$ cat config.mk
export PLATFORM = sky130hd
export DESIGN_NAME = adder_sum_accumulator_flat
export DESIGN_NICKNAME = d
export VERILOG_FILES = /design/src/rtl/adder_sum_accumulator_if.sv /design/src/rtl/adder_sum_accumulator.sv /design/src/flat_wrapper.sv
export SDC_FILE = /design/constraint.sdc
export NUM_CORES = 1
export LEC_CHECK = 0
export CAP_MARGIN = 20
export CORE_MARGIN = 2
export CORE_UTILIZATION = 40
export DETAILED_ROUTE_END_ITERATION = 12
export GPL_TIMING_DRIVEN = 1
export PLACE_DENSITY = 0.68
export SETUP_SLACK_MARGIN = 0.2
export SLEW_MARGIN = 20
export SYNTH_ARGS = -nofsm -noshare
export SYNTH_HDL_FRONTEND = slang
export SYNTH_SLANG_ARGS = --single-unit
$ cat constraint.sdc
create_clock -name clk -period 3.2 [get_ports clk]
set_input_delay 0.32 -clock clk [delete_from_list [all_inputs] [get_ports clk]]
set_output_delay 0.32 -clock clk [all_outputs]
set_load 0.01 [all_outputs]
$ cat src/rtl/adder_sum_accumulator_if.sv
// Sample-in / frame-out handshake bundle between adderWrapper, the accumulator and the reporter.
// The slave side is the accumulator; master is the surrounding producer/consumer.
interface adder_sum_accumulator_if #(
    parameter int unsigned IN_W  = 5,
    parameter int unsigned ACC_W = 8
);
    logic             in_valid;
    logic [IN_W-1:0]  in_sum;
    logic             in_ready;
    logic             out_valid;
    logic             out_ready;
    logic [ACC_W-1:0] out_total;
    logic             out_sat;

    modport master (
        output in_valid,
        output in_sum,
        output out_ready,
        input  in_ready,
        input  out_valid,
        input  out_total,
        input  out_sat
    );

    modport slave (
        input  in_valid,
        input  in_sum,
        input  out_ready,
        output in_ready,
        output out_valid,
        output out_total,
        output out_sat
    );
endinterface

$ cat src/rtl/adder_sum_accumulator.sv
// Accumulates FRAME_LEN accepted adderWrapper sums into a saturating frame total and hands the
// total off on a valid/ready port, one frame at a time.
module adder_sum_accumulator #(
    parameter int unsigned IN_W      = 5,
    parameter int unsigned ACC_W     = 8,
    parameter int unsigned FRAME_LEN = 16
) (
    input  logic        clk,
    input  logic        rst_n,
    input  logic        clr,
    adder_sum_accumulator_if.slave bus,
    output logic [15:0] frame_cnt
);

    localparam logic [0:0] ST_ACCUM = 1'b0;
    localparam logic [0:0] ST_HOLD  = 1'b1;

    localparam logic [15:0] CNT_LAST = 16'(FRAME_LEN - 1);

    logic [0:0]       state_q, state_d;
    logic [ACC_W-1:0] acc_q, acc_d;
    logic [15:0]      cnt_q, cnt_d;
    logic             sat_q, sat_d;
    logic             out_valid_q, out_valid_d;
    logic [ACC_W-1:0] out_total_q, out_total_d;
    logic             out_sat_q, out_sat_d;
    logic [15:0]      frame_cnt_q, frame_cnt_d;
    // Holds in_ready low until the first clock edge after reset release.
    logic             ready_en_q;

    logic             in_ready;
    logic             accept;
    logic             handoff;
    logic [ACC_W:0]   sum_ext;
    logic             ovf;
    logic [ACC_W-1:0] acc_sat;

    always_comb begin
        in_ready = ready_en_q & (state_q == ST_ACCUM);
        accept   = bus.in_valid & in_ready;
        handoff  = (state_q == ST_HOLD) & out_valid_q & bus.out_ready;
        sum_ext  = {1'b0, acc_q} + {{(ACC_W + 1 - IN_W){1'b0}}, bus.in_sum};
        ovf      = sum_ext[ACC_W];
        acc_sat  = ovf ? {ACC_W{1'b1}} : sum_ext[ACC_W-1:0];
    end

    always_comb begin
        state_d     = state_q;
        acc_d       = acc_q;
        cnt_d       = cnt_q;
        sat_d       = sat_q;
        out_valid_d = out_valid_q;
        out_total_d = out_total_q;
        out_sat_d   = out_sat_q;
        frame_cnt_d = frame_cnt_q;

        if (clr) begin
            // Abort drops any pending frame; the last handed-off total stays visible.
            state_d     = ST_ACCUM;
            acc_d       = '0;
            cnt_d       = '0;
            sat_d       = 1'b0;
            out_valid_d = 1'b0;
        end else if (accept) begin
            acc_d = acc_sat;
            sat_d = sat_q | ovf;
            if (cnt_q == CNT_LAST) begin
                out_total_d = acc_sat;
                out_sat_d   = sat_q | ovf;
                out_valid_d = 1'b1;
                state_d     = ST_HOLD;
                cnt_d       = '0;
            end else begin
                cnt_d = cnt_q + 16'd1;
            end
        end else if (handoff) begin
            out_valid_d = 1'b0;
            acc_d       = '0;
            sat_d       = 1'b0;
            frame_cnt_d = frame_cnt_q + 16'd1;
            state_d     = ST_ACCUM;
        end
    end

    always_ff @(posedge clk or negedge rst_n) begin
        if (!rst_n) begin
            state_q     <= ST_ACCUM;
            acc_q       <= '0;
            cnt_q       <= '0;
            sat_q       <= 1'b0;
            out_valid_q <= 1'b0;
            out_total_q <= '0;
            out_sat_q   <= 1'b0;
            frame_cnt_q <= '0;
            ready_en_q  <= 1'b0;
        end else begin
            state_q     <= state_d;
            acc_q       <= acc_d;
            cnt_q       <= cnt_d;
            sat_q       <= sat_d;
            out_valid_q <= out_valid_d;
            out_total_q <= out_total_d;
            out_sat_q   <= out_sat_d;
            frame_cnt_q <= frame_cnt_d;
            ready_en_q  <= 1'b1;
        end
    end

    assign bus.in_ready  = in_ready;
    assign bus.out_valid = out_valid_q;
    assign bus.out_total = out_total_q;
    assign bus.out_sat   = out_sat_q;
    assign frame_cnt     = frame_cnt_q;

endmodule

$ cat src/flat_wrapper.sv
// flat-port wrapper written by rule: the top's interface ports become plain ports
module adder_sum_accumulator_flat 
#(
    parameter int unsigned IN_W      = 5,
    parameter int unsigned ACC_W     = 8,
    parameter int unsigned FRAME_LEN = 16
)
  (clk, rst_n, clr, frame_cnt, bus_in_valid, bus_in_sum, bus_out_ready, bus_in_ready, bus_out_valid, bus_out_total, bus_out_sat);
  adder_sum_accumulator_if #(.IN_W(IN_W), .ACC_W(ACC_W)) bus_i ();
  input  logic clk;
  input  logic rst_n;
  input  logic clr;
  output logic [15:0] frame_cnt;
  input wire logic [$bits(bus_i.in_valid)-1:0] bus_in_valid;
  input wire logic [$bits(bus_i.in_sum)-1:0] bus_in_sum;
  input wire logic [$bits(bus_i.out_ready)-1:0] bus_out_ready;
  output wire logic [$bits(bus_i.in_ready)-1:0] bus_in_ready;
  output wire logic [$bits(bus_i.out_valid)-1:0] bus_out_valid;
  output wire logic [$bits(bus_i.out_total)-1:0] bus_out_total;
  output wire logic [$bits(bus_i.out_sat)-1:0] bus_out_sat;
  assign bus_i.in_valid = bus_in_valid;
  assign bus_i.in_sum = bus_in_sum;
  assign bus_i.out_ready = bus_out_ready;
  assign bus_in_ready = bus_i.in_ready;
  assign bus_out_valid = bus_i.out_valid;
  assign bus_out_total = bus_i.out_total;
  assign bus_out_sat = bus_i.out_sat;
  adder_sum_accumulator #(.IN_W(IN_W), .ACC_W(ACC_W), .FRAME_LEN(FRAME_LEN)) u_core (.clk(clk), .rst_n(rst_n), .clr(clr), .bus(bus_i), .frame_cnt(frame_cnt));
endmodule
### Word level (Yosys, flattened, before mapping)

Index checks and enable logic that the tools add are counted.

| word-level totals | value |
|---|---|
| bits of input ports | 10 |
| output and inout bits | 27 |
| word-level logic and storage cells | 38 |
| register bits | 52 |

| cells by class | value |
|---|---|
| muxes and demuxes | 13 |
| equality and inequality tests | 2 |
| bitwise operators | 7 |
| reductions and logical operators | 5 |
| add/sub/neg operators | 3 |

Operator list:

| cell | number |
|---|---|
| $mux W16 | 3 |
| $add A16 B1 Y16 const B | 2 |
| $mux W8 | 4 |
| $eq A16 B4 Y1 const B | 1 |
| $add A8 B5 Y9 | 1 |
| $mux W1 | 6 |
| $reduce_and A3 Y1 | 2 |
| $and A1 B1 Y1 | 3 |
| $ne A3 B3 Y1 const B | 1 |
| $not A1 Y1 | 3 |
| $reduce_bool A3 Y1 | 1 |
| $reduce_and A2 Y1 | 1 |
| $reduce_bool A2 Y1 | 1 |
| $or A1 B1 Y1 | 1 |

### Depth between registers and ports, before layout

Gate-level depths: netlist (run 1).

| depth | value |
|---|---|
| depth in word-level cells | 5 |
| depth in mapped cells | 7 |

### Least setup slack after synthesis (run 1)

OpenSTA, ideal clock, no wires.

| path | value |
|---|---|
| path kind | register -> register |
| start point | register u_core.acc_q[0] |
| end point | register u_core.out_total_q[4], in the netlist u_core.bus.out_total[4] |
| setup slack | 1.123 ns |
| data required time | 3.075 ns |
| stages on the path, launching flop included | 7 |
| arrival | 1.953 ns |
| path through | dfrtp_1 -> ha_1 -> fa_1 -> a21o_1 -> a221o_1 -> o22a_1 -> mux2_2 |

| on the way | value |
|---|---|
| cells in the longest elaborated chain, start to end | 2 |

RTL lines:

| item | line | text |
|---|---|---|
| start: declaration | adder_sum_accumulator.sv:21 | `logic [ACC_W-1:0] acc_q, acc_d;` |
| start signal: assignment | adder_sum_accumulator.sv:88 | `acc_q <= '0;` |
| start signal: assignment | adder_sum_accumulator.sv:98 | `acc_q <= acc_d;` |
| $add A8 B5 Y9 | adder_sum_accumulator.sv:42 | `sum_ext = {1'b0, acc_q} + {{(ACC_W + 1 - IN_W){1'b0}}, bus.in_sum};` |
| $mux W8 | adder_sum_accumulator.sv:44 | `acc_sat = ovf ? {ACC_W{1'b1}} : sum_ext[ACC_W-1:0];` |
| end signal: assignment | adder_sum_accumulator.sv:102 | `out_total_q <= out_total_d;` |
| end: declaration | adder_sum_accumulator.sv:25 | `logic [ACC_W-1:0] out_total_q, out_total_d;` |

No other way between the ends.
A chain may end at the register's enable or synchronous reset.

### Worst setup path after layout (run 1)

| path | value |
|---|---|
| start point | input bus_in_sum[0] |
| end point | register u_core.out_total_q[5], in the netlist u_core.bus.out_total[5] |

| on the way | value |
|---|---|
| cells in the longest elaborated chain, start to end | 2 |

RTL lines:

| item | line | text |
|---|---|---|
| start: declaration | flat_wrapper.sv:15 | `input wire logic [$bits(bus_i.in_sum)-1:0] bus_in_sum;` |
| $add A8 B5 Y9 | adder_sum_accumulator.sv:42 |  |
| $mux W8 | adder_sum_accumulator.sv:44 |  |

No other way between the ends.

==> results.json, run 1 <==
{
  "tightest_slew_ns": 0.762,
  "dr.pass1.iters": 4,
  "synth-edff-count": 0,
  "max-slew-margin-rel_pct": 49.2,
  "syn_nets": 303,
  "hold_buffers": 0,
  "p_per_area_mw_per_mm2": 351,
  "route.detailed.drc": 0,
  "critical_path_class": "primary input to flop",
  "status": "completed",
  "clock_sinks": 52,
  "viasPerCell": 5.73,
  "netlist_instances": 285,
  "drt-wirelength-per-cell_um": 15.5,
  "synth_seq_cells": 52,
  "via_count": 2365,
  "syn2layout_area_growth_pct": 18.4,
  "setup_tns_ns": 0,
  "h-tree-depth": 2,
  "critPathMaxFanout": 8,
  "yosysWarnings": 0,
  "cts_buffer_depth": 2,
  "grt_start_max_net_pins": 36,
  "cap_violations": 0,
  "critPathLaunchType": "primary input",
  "worst_ep_required_time_ns": 3.38,
  "arrival_ns": 2.42,
  "antenna_cells": 0,
  "fp.coreArea_mm2": 0.00683,
  "holdWs_ns": 0.0549,
  "cts_resized": 0,
  "clk_latency_ns": 0.32,
  "multi_input_area_mm2": 0.00147,
  "die_area_mm2": 0.00783,
  "min_path_type": "primary input to async pin",
  "dpl.hpwl_um": 4490,
  "min_period_over_period_pct": 69.8,
  "avgSynthCellArea_um2": 10.0,
  "seq_area_mm2": 0.00130,
  "wl_um": 6400,
  "grt_usage_pct": 17.2,
  "min_period_ns": 2.23,
  "placementRows": 30,
  "finalSetupViolations": 0,
  "grt_pass1_vias": 2241,
  "fill_cells": 656,
  "ctsRootBufferMaster": "clkbuf_8",
  "crit_path_top_delay_cell": "fa_1",
  "initial_core_util_pct": 41.8,
  "nets": 334,
  "cts_setup_buffers": 0,
  "finalPower_mw": 1.18,
  "synthArstFlopShare_pct": 100,
  "port_buffers": 36,
  "drt_first_iter_violations": 108,
  "drive_gt1_share_pct": 6.94,
  "worstPathCellList": "clkdlybuf4s50_1 -> ha_1 -> fa_1 -> a21oi_1 -> o21ai_1 -> a211oi_1 -> a2bb2oi_1",
  "crit_family": "compound AO/OA/AOI/OAI gates",
  "ant_nets": 0,
  "cts_tree": "done",
  "rsz0062_at_grt": "false",
  "maxSlewViolCount": 0,
  "antenna_found_initial": 0,
  "slowest_delay_ns": 0.44,
  "cp_num_buf_inv": 1,
  "max_freq_ghz": 0.448,
  "yosysUniqueCellTypes": 57,
  "synth_seq_area_share_pct": 45.6,
  "finalHoldViolations": 0,
  "gp_congestion": 0.797,
  "skew_ns": 0.0151,
  "clkTransAtPathRegs_ns": 0.11,
  "syn_area_mm2": 0.00285,
  "die_w_um": 88.5,
  "numCtsBuffers": 5,
  "grt-ovfl-total": 0,
  "vdd_drop_max_mv": 0.176,
  "grt_pass1_wl_um": 10700,
  "die_h_um": 88.5,
  "ios": 37,
  "endpoint_kind": "flop",
  "power_leakage_nw": 1.42,
  "synthFlopType": "dfrtp_1"
}
path summary, 6_finish.rpt:
check                                     start                 endpoint  slack, ns  cells past startpoint
max                               bus_in_sum[0]  u_core.bus.out_total[5]       0.97                      7
min                                       rst_n     u_core.frame_cnt[13]       0.05                      1
max reg2reg                     u_core.acc_q[0]  u_core.bus.out_total[5]       0.99                      6
min reg2reg                u_core.frame_cnt[15]     u_core.frame_cnt[15]       0.47                      1
max in group asynchronous                 rst_n          u_core.cnt_q[6]       2.38                      2
min in group clk           u_core.frame_cnt[15]     u_core.frame_cnt[15]       0.47                      1
power by group:
part           internal (mW)  total (mW)  switching (mW)
Clock                  0.160       0.398           0.238
Combinational         0.0430       0.117          0.0738
Sequential             0.663       0.670         0.00658
Total                  0.866        1.18           0.318
synth_stat cells, types with 2 or more instances:
library cell / n / area (um2)
a221o_1: 2 / 20.0
o211ai_1: 2 / 15.0
inv_1: 5 / 18.8
a221oi_1: 2 / 17.5
nor2_1: 5 / 18.8
nand3_1: 16 / 80.1
nor4_1: 9 / 56.3
a211oi_1: 3 / 22.5
a21oi_1: 11 / 55.1
a32o_1: 2 / 20.0
nor3b_1: 2 / 15.0
and3_1: 8 / 50.1
a21o_1: 3 / 22.5
a2bb2oi_1: 3 / 26.3
and3b_1: 2 / 17.5
nand4_1: 7 / 43.8
o22ai_1: 2 / 12.5
a31oi_1: 15 / 93.8
xor2_1: 6 / 52.6
buf_2: 6 / 30.0
ha_1: 7 / 87.6
clkbuf_1: 8 / 30.0
nand3b_1: 4 / 30.0
a22o_1: 3 / 26.3
o21ai_1: 5 / 25.0
o21ai_0: 12 / 60.1
a41oi_1: 6 / 52.6
and4_1: 4 / 35.0
xnor2_1: 12 / 105
and4b_1: 2 / 20.0
dfrtp_1: 52 / 1300
nand2_1: 27 / 101
nand2b_1: 5 / 31.3
mux2_2: 4 / 45.0
registers in the layout (all words and copies together) (netlist names):
signal and cells:
u_core.acc_q 8, u_core.bus.out_valid 1, u_core.sat_q 1, u_core.frame_cnt 16, u_core.ready_en_q 1, u_core.bus.out_total 8, u_core.bus.out_sat 1, u_core.cnt_q 16
worst reg2reg max path, cell delays in order (launching register included):
cell	delay [ns]
dfrtp_1	0.40
ha_1	0.22
fa_1	0.44
a21oi_1	0.22
o21ai_1	0.28
a211oi_1	0.39
a2bb2oi_1	0.12
layout make-up:
type                    count  share of cell area (%)
clock buffers               5                    2.04
well taps                  96                    3.56
repair buffers             38                    11.0
inverters                   5                   0.556
clock inverters             3                   0.741
multi-input cells         214                    43.6
flip-flops and latches     52                    38.5
cell usage in the layout (no fill, tap or decap), types with 4 or more instances in the layout:
| master | instances |
|---|---|
| dfrtp_1 | 52 |
| clkdlybuf4s50_1 | 35 |
| nand2_1 | 27 |
| nand3_1 | 16 |
| a31oi_1 | 15 |
| xnor2_1 | 12 |
| o21ai_0 | 12 |
| a21oi_1 | 11 |
| nor4_1 | 9 |
| and3_1 | 8 |
| nand4_1 | 7 |
| ha_1 | 7 |
| xor2_1 | 6 |
| a41oi_1 | 6 |
| nand2b_1 | 5 |
| inv_1 | 5 |
| o21ai_1 | 5 |
| nor2_1 | 5 |
| clkbuf_8 | 5 |
| and4_1 | 4 |
| mux2_2 | 4 |
| nand3b_1 | 4 |
logic make-up after synthesis:
| group | Yosys count | share of synthesized area (%) |
|---|---|---|
| fa+ha+maj | 8 | 3.77 |
| simple gates | 104 | 21.5 |
| compound gates | 79 | 19.2 |
| mux | 4 | 1.58 |
| flops | 52 | 45.6 |
| xor+xnor | 18 | 5.52 |
| other cells | 1 | 0.131 |
| buf+inv | 19 | 2.76 |
metal layers:
metal / part of all wire (%) / vias to the layer above / GRT usage, %
li1: - / 1157 / -
met1: 49 / 1154 / 24.1
met3: 3.2 / 7 / 2.80
met2: 47 / 47 / 27.7
met5: 0 / - / 0
met4: 1.2 / 0 / 4.68
per-stage QoR:
stage	std cells	setup WS (ns)	area [um2]	util, %
floorplan	285	1.12	2850	-
global placement	405	0.667	3280	48.1
detailed placement	405	0.646	3280	48.1
CTS	413	0.986	3380	49.5
global route	413	0.871	3380	49.5
finish	413	0.966	3380	49.5
Note: power is estimated with default switching activity, not from simulation.
==> inputs of run 2 (changes only) <==
clock period = 2.2 ns   (was 3.2 ns; I/O delays follow)
==> run 2 against run 1 <==
  * Sequential share of layout area fell by 2.5 points
  * Register-to-register slack got worse by 0.85 ns
  * Non-clock buffer count is 25 higher
  * Die area stayed put
  * Critical path depth shrank 1
  * Routed wire length rose by 3.2%
  * Sequential power is 45% higher
  * Largest cell class unchanged
  * Design area rose by 6.8%
  * Critical endpoint is now u_core.bus.out_total[4]
  * Core utilization is 3.4 points higher
  * First-iteration DRC count grew 35%
  * Clock power increased by 47%
  * Combinational power increased by 80%
  * Largest power group unchanged
==> results.json, run 2 (same netlist as run 1, synthesis figures left out) <==
{
  "p_clk_share_pct": 33.0,
  "drt_first_iter_violations": 146,
  "die_area_mm2": 0.00783,
  "initial_core_util_pct": 41.8,
  "grt_start_max_net_pins": 30,
  "grt_pass1_wl_um": 11300,
  "port_buffers": 36,
  "nets": 359,
  "met1_usage_pct": 25.4,
  "grt_usage_pct": 18.3,
  "layout_common_cells": "dfrtp_1, clkdlybuf4s50_1, nand2_1, buf_4, nand3_1",
  "worst_ep_required_time_ns": 2.40,
  "critPathLaunchType": "flop",
  "p_comb_share_pct": 11.9,
  "h-tree-depth": 2,
  "max_freq_ghz": 0.485,
  "vdd_drop_max_mv": 0.300,
  "fin_area_mm2": 0.00361,
  "numCtsBuffers": 5,
  "p_switching_mw": 0.477,
  "die_h_um": 88.5,
  "placed_cell_area_mm2": 0.00345,
  "arrival_ns": 2.26,
  "tightest_slew_ns": 0.590,
  "critPathMaxFanout": 3,
  "layout_commonest_cell": "dfrtp_1",
  "clkTransAtPathRegs_ns": 0.11,
  "placementRows": 30,
  "min_period_over_period_pct": 93.8,
  "cts_buffer_depth": 2,
  "clk_latency_ns": 0.32,
  "grt_pass1_vias": 2424,
  "crit_path_top_delay_cell": "dfrtp_1",
  "min_path_type": "primary input to async pin",
  "use_met3_pct": 3.17,
  "p_per_area_mw_per_mm2": 491,
  "min_period_ns": 2.06,
  "cap_violations": 0,
  "setup_tns_ns": 0,
  "critical_path_class": "flop to flop",
  "fp.coreArea_mm2": 0.00683,
  "maxSlewViolCount": 0,
  "p_sw_share_pct": 26.9,
  "grt-ovfl-total": 0,
  "status": "completed",
  "viasPerCell": 5.70,
  "ant_nets": 0,
  "antenna_found_initial": 0,
  "p_seq_share_pct": 55.0,
  "use_met2_pct": 30.1,
  "skew_ns": 0.0109,
  "cts_tree": "done",
  "die_w_um": 88.5,
  "gp_congestion": 0.828,
  "p_int_mw": 1.29,
  "route.detailed.drc": 0,
  "rsz0062_at_grt": "true",
  "dr.pass1.iters": 4,
  "antenna_cells": 0,
  "clock_sinks": 52,
  "finalSetupViolations": 0,
  "gr-max-usage-layer": "met2",
  "dpl.hpwl_um": 4900,
  "ctsRootBufferMaster": "clkbuf_8",
  "wl_um": 6600,
  "finalHoldViolations": 0,
  "syn2layout_area_growth_pct": 26.4,
  "slowest_delay_ns": 0.40,
  "ios": 37,
  "power_leakage_nw": 1.55,
  "max-slew-margin-rel_pct": 60.7,
  "drt-wirelength-per-cell_um": 15.1,
  "r2r_setup_slack_ns": 0.14,
  "endpoint_kind": "flop",
  "via_count": 2497,
  "drive_gt1_share_pct": 15.2,
  "worstPathCellList": "ha_2 -> fa_2 -> a21o_1 -> a221o_1 -> o22a_1 -> mux2_2"
}
==> run 2: cell count changes in the layout (fill, tap and decap cells not counted), sizes merged <==
cell / before / now
buf: 3 / 27
clkinv: 0 / 1
dlygate4sd3: 0 / 1
inv: 7 / 6
==> run 2: worst max-delay path, delay by kind of cell, from the launching register on <==
family	cells	cell delay [ns]
AO/OA/AOI/OAI	3	0.75
adder cells (fa/ha/maj)	2	0.55
flip-flops	1	0.40
multiplexers	1	0.26
==> run 2: metal layers <==
metal / vias to the layer above / wire length (um)
li1: 1206 / -
met4: 0 / 58
met3: 6 / 256
met1: 1238 / 3100
met5: - / 0
met2: 47 / 3180
==> run 2: cell type report <==
class	count	area, um2
clock buffers	5	68.8
clock inverters	3	27.5
fillers	633	3220
inverters	5	18.8
multi-input cells	214	1500
flip-flops and latches	52	1300
well taps	96	120
repair buffers	63	573
==> run 2: final timing paths <==
check,startpoint,cells past startpoint,to
setup / recovery,u_core.acc_q[0],6,u_core.bus.out_total[4]
hold / removal,rst_n,2,u_core.frame_cnt[13]
setup reg to reg,u_core.acc_q[0],6,u_core.bus.out_total[4]
hold reg to reg,u_core.frame_cnt[15],1,u_core.frame_cnt[15]
max in group asynchronous,rst_n,3,u_core.bus.out_total[5]
min in group clk,u_core.frame_cnt[15],1,u_core.frame_cnt[15]
==> run 2: what timing repair did <==
action | 4_1_cts | 5_1_grt
setup endpoints to repair | 3 | 15
hold endpoints to repair | 23 | 0
hold buffers | 1 | 0
buffers inserted | 2 | 2
pin swaps | 1 | 2
resized for setup | 0 | 4
==> run 2: stage by stage <==
step	total power [mW]	cells	hold WS, ns	utilization, %	setup WS, ns
2_1_floorplan	1.10	285	-0.0756	-	0.212
3_3_place_gp	1.19	425	0.250	50.5	-0.122
3_5_place_dp	1.19	425	0.254	50.5	-0.153
4_1_cts	1.78	436	0.442	52.3	0.143
5_1_grt	1.85	438	0.486	52.8	0.0609
6_report	1.77	438	0.423	52.8	0.137
==> run 2: power groups by stage <==
stage          clock, mW  combinational, mW  sequential, mW
6_report           0.585              0.211           0.974
5_1_grt            0.641              0.235           0.976
4_1_cts            0.597              0.207           0.974
3_5_place_dp           0              0.201           0.993
3_3_place_gp           0              0.199           0.992
2_1_floorplan          0              0.107           0.990
==> RTL edit 1, RTL diff (config.mk and constraints of run 1) <==
`ACC_W` is set to 8 in 3 places; all go to 12.
--- a/src/rtl/adder_sum_accumulator_if.sv
+++ b/src/rtl/adder_sum_accumulator_if.sv
@@ -4,3 +4,3 @@
     parameter int unsigned IN_W  = 5,
-    parameter int unsigned ACC_W = 8
+    parameter int unsigned ACC_W = 12
 );
--- a/src/rtl/adder_sum_accumulator.sv
+++ b/src/rtl/adder_sum_accumulator.sv
@@ -4,3 +4,3 @@
     parameter int unsigned IN_W      = 5,
-    parameter int unsigned ACC_W     = 8,
+    parameter int unsigned ACC_W     = 12,
     parameter int unsigned FRAME_LEN = 16
--- a/src/flat_wrapper.sv
+++ b/src/flat_wrapper.sv
@@ -4,3 +4,3 @@
     parameter int unsigned IN_W      = 5,
-    parameter int unsigned ACC_W     = 8,
+    parameter int unsigned ACC_W     = 12,
     parameter int unsigned FRAME_LEN = 16
Ports: changed (resized bus_out_total); port bits go from 37 to 41. No check against the original RTL was run, so the function may have changed too.
==> RTL edit 1 against run 1 <==
Register-to-register slack lost 0.15 ns; synthesized cell count rose by 11%; final area up 13%; total power rose by 40%; global-route usage shrank 0.37 points; area after synthesis is 9.2% higher; clock power is 94% higher; worst setup slack worse by 0.15 ns; die area is 8.7% higher; sequential cell count rose by 8; routed wire length grew 4.0%; sequential power up 15%.
==> RTL edit 1: results (changes against run 1) <==
- Status: completed (unchanged).
- Met3 demand-to-capacity share in global routing: 5.670% (was 2.799%)
- The placed cell area was 0.003592 mm² (was 0.003284 mm²).
* Total length of routed met3 wires: 247 µm (was 204 µm)
- Switching Share: 23.44% (was 26.89%)
- Clock Latency Late Sink: 0.34 ns (was 0.32 ns)
* Post-DP HPWL: 4723 µm (was 4486 µm)
- Netlist cell types: 51 (was 57)
* Share of the synthesized area in compound gates (AO/OA/AOI/OAI): 19.20% (was 19.16%)
* Global-route total usage across every layer: 16.81% (was 17.18%)
- The final total power was 1656 µW (was 1185 µW).
- The total number of H-tree levels was 3 (was 2).
- Clk pin slew, worst setup/hold paths: 0.07 ns (was 0.11 ns)
- The number of global-route vias before repair came to 2395 (was 2241).
- Met2 layer wire length in the routed design: 3227 µm (was 3010 µm)
- The maximum vdd ir drop was 0.0003331 V (was 0.0001764 V).
* Routed metal-1 wirelength: 3135 µm (was 3110 µm)
- Number of CTS-inserted buffers: 9 (was 5)
- Share of cell area taken by muxes after synthesis: 0.6827% (was 1.578%)
* Final Net Count: 376 (was 334)
- Overall via count from detail_route: 2525 (was 2365)
* Placed instance count: 449 (was 405)
- Global-route wire length before repair: 11380 µm (was 10680 µm)
- The actual slew at the worst max-slew pin was 0.9507 ns (was 0.7617 ns).
* Global-route track usage on met1: 21.78% (was 24.12%)
- The proportion of layout cells with a drive suffix above 1 was 8.264% (was 6.940%).
* Cells taking the most area after synthesis: sky130_fd_sc_hd__dfrtp_1 (48%), sky130_fd_sc_hd__nand2_1 (4.3%), sky130_fd_sc_hd__xnor2_1 (4.2%), sky130_fd_sc_hd__o21ai_0 (4.0%), sky130_fd_sc_hd__a21oi_1 (3.1%) (was sky130_fd_sc_hd__dfrtp_1 (46%), sky130_fd_sc_hd__xnor2_1 (3.7%), sky130_fd_sc_hd__nand2_1 (3.6%), sky130_fd_sc_hd__a31oi_1 (3.3%), sky130_fd_sc_hd__ha_1 (3.1%))
- The utilization after layout is 49.90% (was 49.45%).
* Dpl ws: 0.4644 ns (was 0.6458 ns)
- Leading post-synthesis cells by instance count: sky130_fd_sc_hd__dfrtp_1 (60), sky130_fd_sc_hd__nand2_1 (36), sky130_fd_sc_hd__nor2_1 (25), sky130_fd_sc_hd__o21ai_0 (25), sky130_fd_sc_hd__a21oi_1 (19) (was sky130_fd_sc_hd__dfrtp_1 (52), sky130_fd_sc_hd__nand2_1 (27), sky130_fd_sc_hd__nand3_1 (16)).
* Clk. pwr: 772 µW (was 398 µW)
- Proportion of synthesized chip area in sequential cells: 48.19% (was 45.59%)
- The pin count of the biggest net entering global routing was 44 (was 36).
- The iteration-0 DRC count of the detailed router came to 139 (was 108).
- Adder-cell share of the synthesized area: 3.454% (was 3.770%)
- The wire length after detailed routing was 6659 µm (was 6401 µm).
- Worst-case clock skew: 0.006659 ns (was 0.01514 ns)
* Leakage: 0.001647 µW (was 0.001416 µW)
* Filler cell count in the final layout: 746 (was 656)
- The largest fanout of any net on the critical path came to 10 (was 8).
RTL edit 1: changes by cell type in the layout (fill, tap and decap cells not counted), moves of 5 or more:
cell,change
sky130_fd_sc_hd__nor4_1,-5
sky130_fd_sc_hd__dfrtp_1,+8
sky130_fd_sc_hd__o21ai_0,+13
sky130_fd_sc_hd__a21oi_1,+8
sky130_fd_sc_hd__nor2_1,+20
sky130_fd_sc_hd__nand2_1,+9
sky130_fd_sc_hd__o31ai_1,+5
sky130_fd_sc_hd__clkbuf_8,+5
sky130_fd_sc_hd__a21o_1,+6
sky130_fd_sc_hd__nand3_1,-5
sky130_fd_sc_hd__a41oi_1,-5
RTL edit 1: path summary, 6_finish.rpt:
kind | startpoint | end | slack [ns] | depth (start not counted)
min in group clk | u_core.frame_cnt[15]$_DFFE_PN0P_ | u_core.frame_cnt[15]$_DFFE_PN0P_ | 0.47 | 1
max | bus_in_sum[0] | u_core.acc_q[6]$_DFFE_PN0P_ | 0.81 | 8
max reg2reg | u_core.acc_q[0]$_DFFE_PN0P_ | u_core.acc_q[6]$_DFFE_PN0P_ | 0.84 | 7
max in group asynchronous | rst_n | u_core.frame_cnt[6]$_DFFE_PN0P_ | 2.37 | 2
min reg2reg | u_core.frame_cnt[15]$_DFFE_PN0P_ | u_core.frame_cnt[15]$_DFFE_PN0P_ | 0.47 | 1
min | rst_n | u_core.bus.out_total[3]$_DFFE_PN0P_ | 0.13 | 1
RTL edit 1: final cells by class:
cell class | count | area share, %
multi-input cells | 244 | 40.59
flip-flops and latches | 60 | 39.34
repair buffers | 42 | 10.75
clock buffers | 10 | 3.607
well taps | 102 | 3.344
clock inverters | 6 | 2.262
inverters | 1 | 0.09836
==> RTL edit 2, RTL diff (config.mk and constraints of run 1) <==
Without the edit above. One comparison of `cnt_q` changes from == to >=.
--- a/src/rtl/adder_sum_accumulator.sv
+++ b/src/rtl/adder_sum_accumulator.sv
@@ -66,3 +66,3 @@
             sat_d = sat_q | ovf;
-            if (cnt_q == CNT_LAST) begin
+            if (cnt_q >= CNT_LAST) begin
                 out_total_d = acc_sat;
Check against the original RTL: no difference found for any inputs over 10 cycles, from zero or initial values and one cycle with rst_n low; that may be too few to reach the edited logic, so the function may still have changed.
==> RTL edit 2 against run 1 <==
Sequential cell count unchanged; combinational power increased by 17%; total power increased by 8.5%; final area decreased by 5.0%; global-route usage decreased by 1.0 points; worst setup slack got worse by 0.030 ns; via count decreased by 16%; area after synthesis decreased by 6.8%; final cell count decreased by 13%; routed wire length decreased by 16%; count of clock-buffer cells in the layout unchanged; largest cell class is now sequential cells.
==> RTL edit 2: results (changes against run 1) <==
- Status: completed (unchanged)
- Final Net Count: 301 (was 334)
- Placed instance count: 353 (was 405)
- Count of mapped cells out of synthesis: 245 (was 285)
* Global-route wire length before repair: 9466 µm (was 10680 µm)
- Worst-case clock skew: 0.007162 ns (was 0.01514 ns)
- The data arrival time of the critical path came to 2.48 ns (was 2.42 ns).
- The last weighted congestion value of the routability-driven placer came to 0.8307 (was 0.7967).
- The maximum vdd ir drop is 0.0002332 V (was 0.0001764 V).
- The overall via count from detail_route came to 1987 (was 2365).
- Reg-to-Reg End: u_core.bus.out_total[4]$_DFFE_PN0P_ (was u_core.bus.out_total[5]$_DFFE_PN0P_)
- Cells taking the most area after synthesis: sky130_fd_sc_hd__dfrtp_1 (49%), sky130_fd_sc_hd__nor2_1 (3.9%), sky130_fd_sc_hd__xor2_1 (3.6%), sky130_fd_sc_hd__ha_1 (3.3%), sky130_fd_sc_hd__xnor2_1 (3.0%) (was sky130_fd_sc_hd__dfrtp_1 (46%), sky130_fd_sc_hd__xnor2_1 (3.7%), sky130_fd_sc_hd__nand2_1 (3.6%), sky130_fd_sc_hd__a31oi_1 (3.3%), sky130_fd_sc_hd__ha_1 (3.1%))
* Number of non-clock inverters in the layout: 4 (was 5)
- The clock tree cell share of total cell area came to 3.587% (was 2.778%).
- The met1 track demand over resource in global routing came to 23.45% (was 24.12%).
- The longest individual stage delay on the worst path was 0.42 ns (was 0.44 ns).
- Register-to-register setup slack: 0.97 ns (was 0.99 ns)
- The fraction of the mapped netlist area in compound gates was 17.25% (was 19.16%).
- Netlist cell types: 62 (was 57)
- The iteration-0 DRC count of the detailed router is 98 (was 108).
* Met3 demand-to-capacity share in global routing: 2.984% (was 2.799%)
- Multi-input gates: 180 (was 214)
* Fraction of layout instances using a drive strength above 1: 10.92% (was 6.940%)
- The xor-xnor portion of the synthesized cell area came to 6.582% (was 5.524%).
- Leading post-synthesis cells by instance count: sky130_fd_sc_hd__dfrtp_1 (52), sky130_fd_sc_hd__nor2_1 (28), sky130_fd_sc_hd__a21oi_1 (14), sky130_fd_sc_hd__nand2_1 (14), sky130_fd_sc_hd__xor2_1 (11) (was sky130_fd_sc_hd__dfrtp_1 (52), sky130_fd_sc_hd__nand2_1 (27), sky130_fd_sc_hd__nand3_1 (16)).
- The data-path buffer share of cell area in the final layout is 12.01% (was 10.96%).
[RTL edit 2: logic make-up (layout without fill, tap and decap cells)]
family / Yosys count / count (layout)
adders and majority gates: 8 / 8
muxes: 4 / 4
other: 1 / 1
DFF: 52 / 52
AOI/OAI and AO/OA: 63 / 63
buffers and inverters: 13 / 52
xor gates and xnor gates: 20 / 20
and+or+nand+nor: 84 / 84
[RTL edit 2: per-stage QoR]
stage | power, µW | setup WS (ns) | instance area, µm² | hold slack (ns)
6_report | 1285 | 0.9354 | 3209 | 0.06492
5_1_grt | 1340 | 0.8369 | 3209 | 0.1224
4_1_cts | 1298 | 0.9384 | 3209 | 0.09587
3_5_place_dp | 828.7 | 0.5864 | 3094 | 0.4518
3_3_place_gp | 827.3 | 0.6331 | 3094 | 0.4510
2_1_floorplan | 770.7 | 1.080 | 2661 | 0.02441
[RTL edit 2: power breakdown]
part | internal (µW) | switching [µW]
Clock | 236 | 234
Combinational | 59.6 | 77.4
Sequential | 669 | 9.21
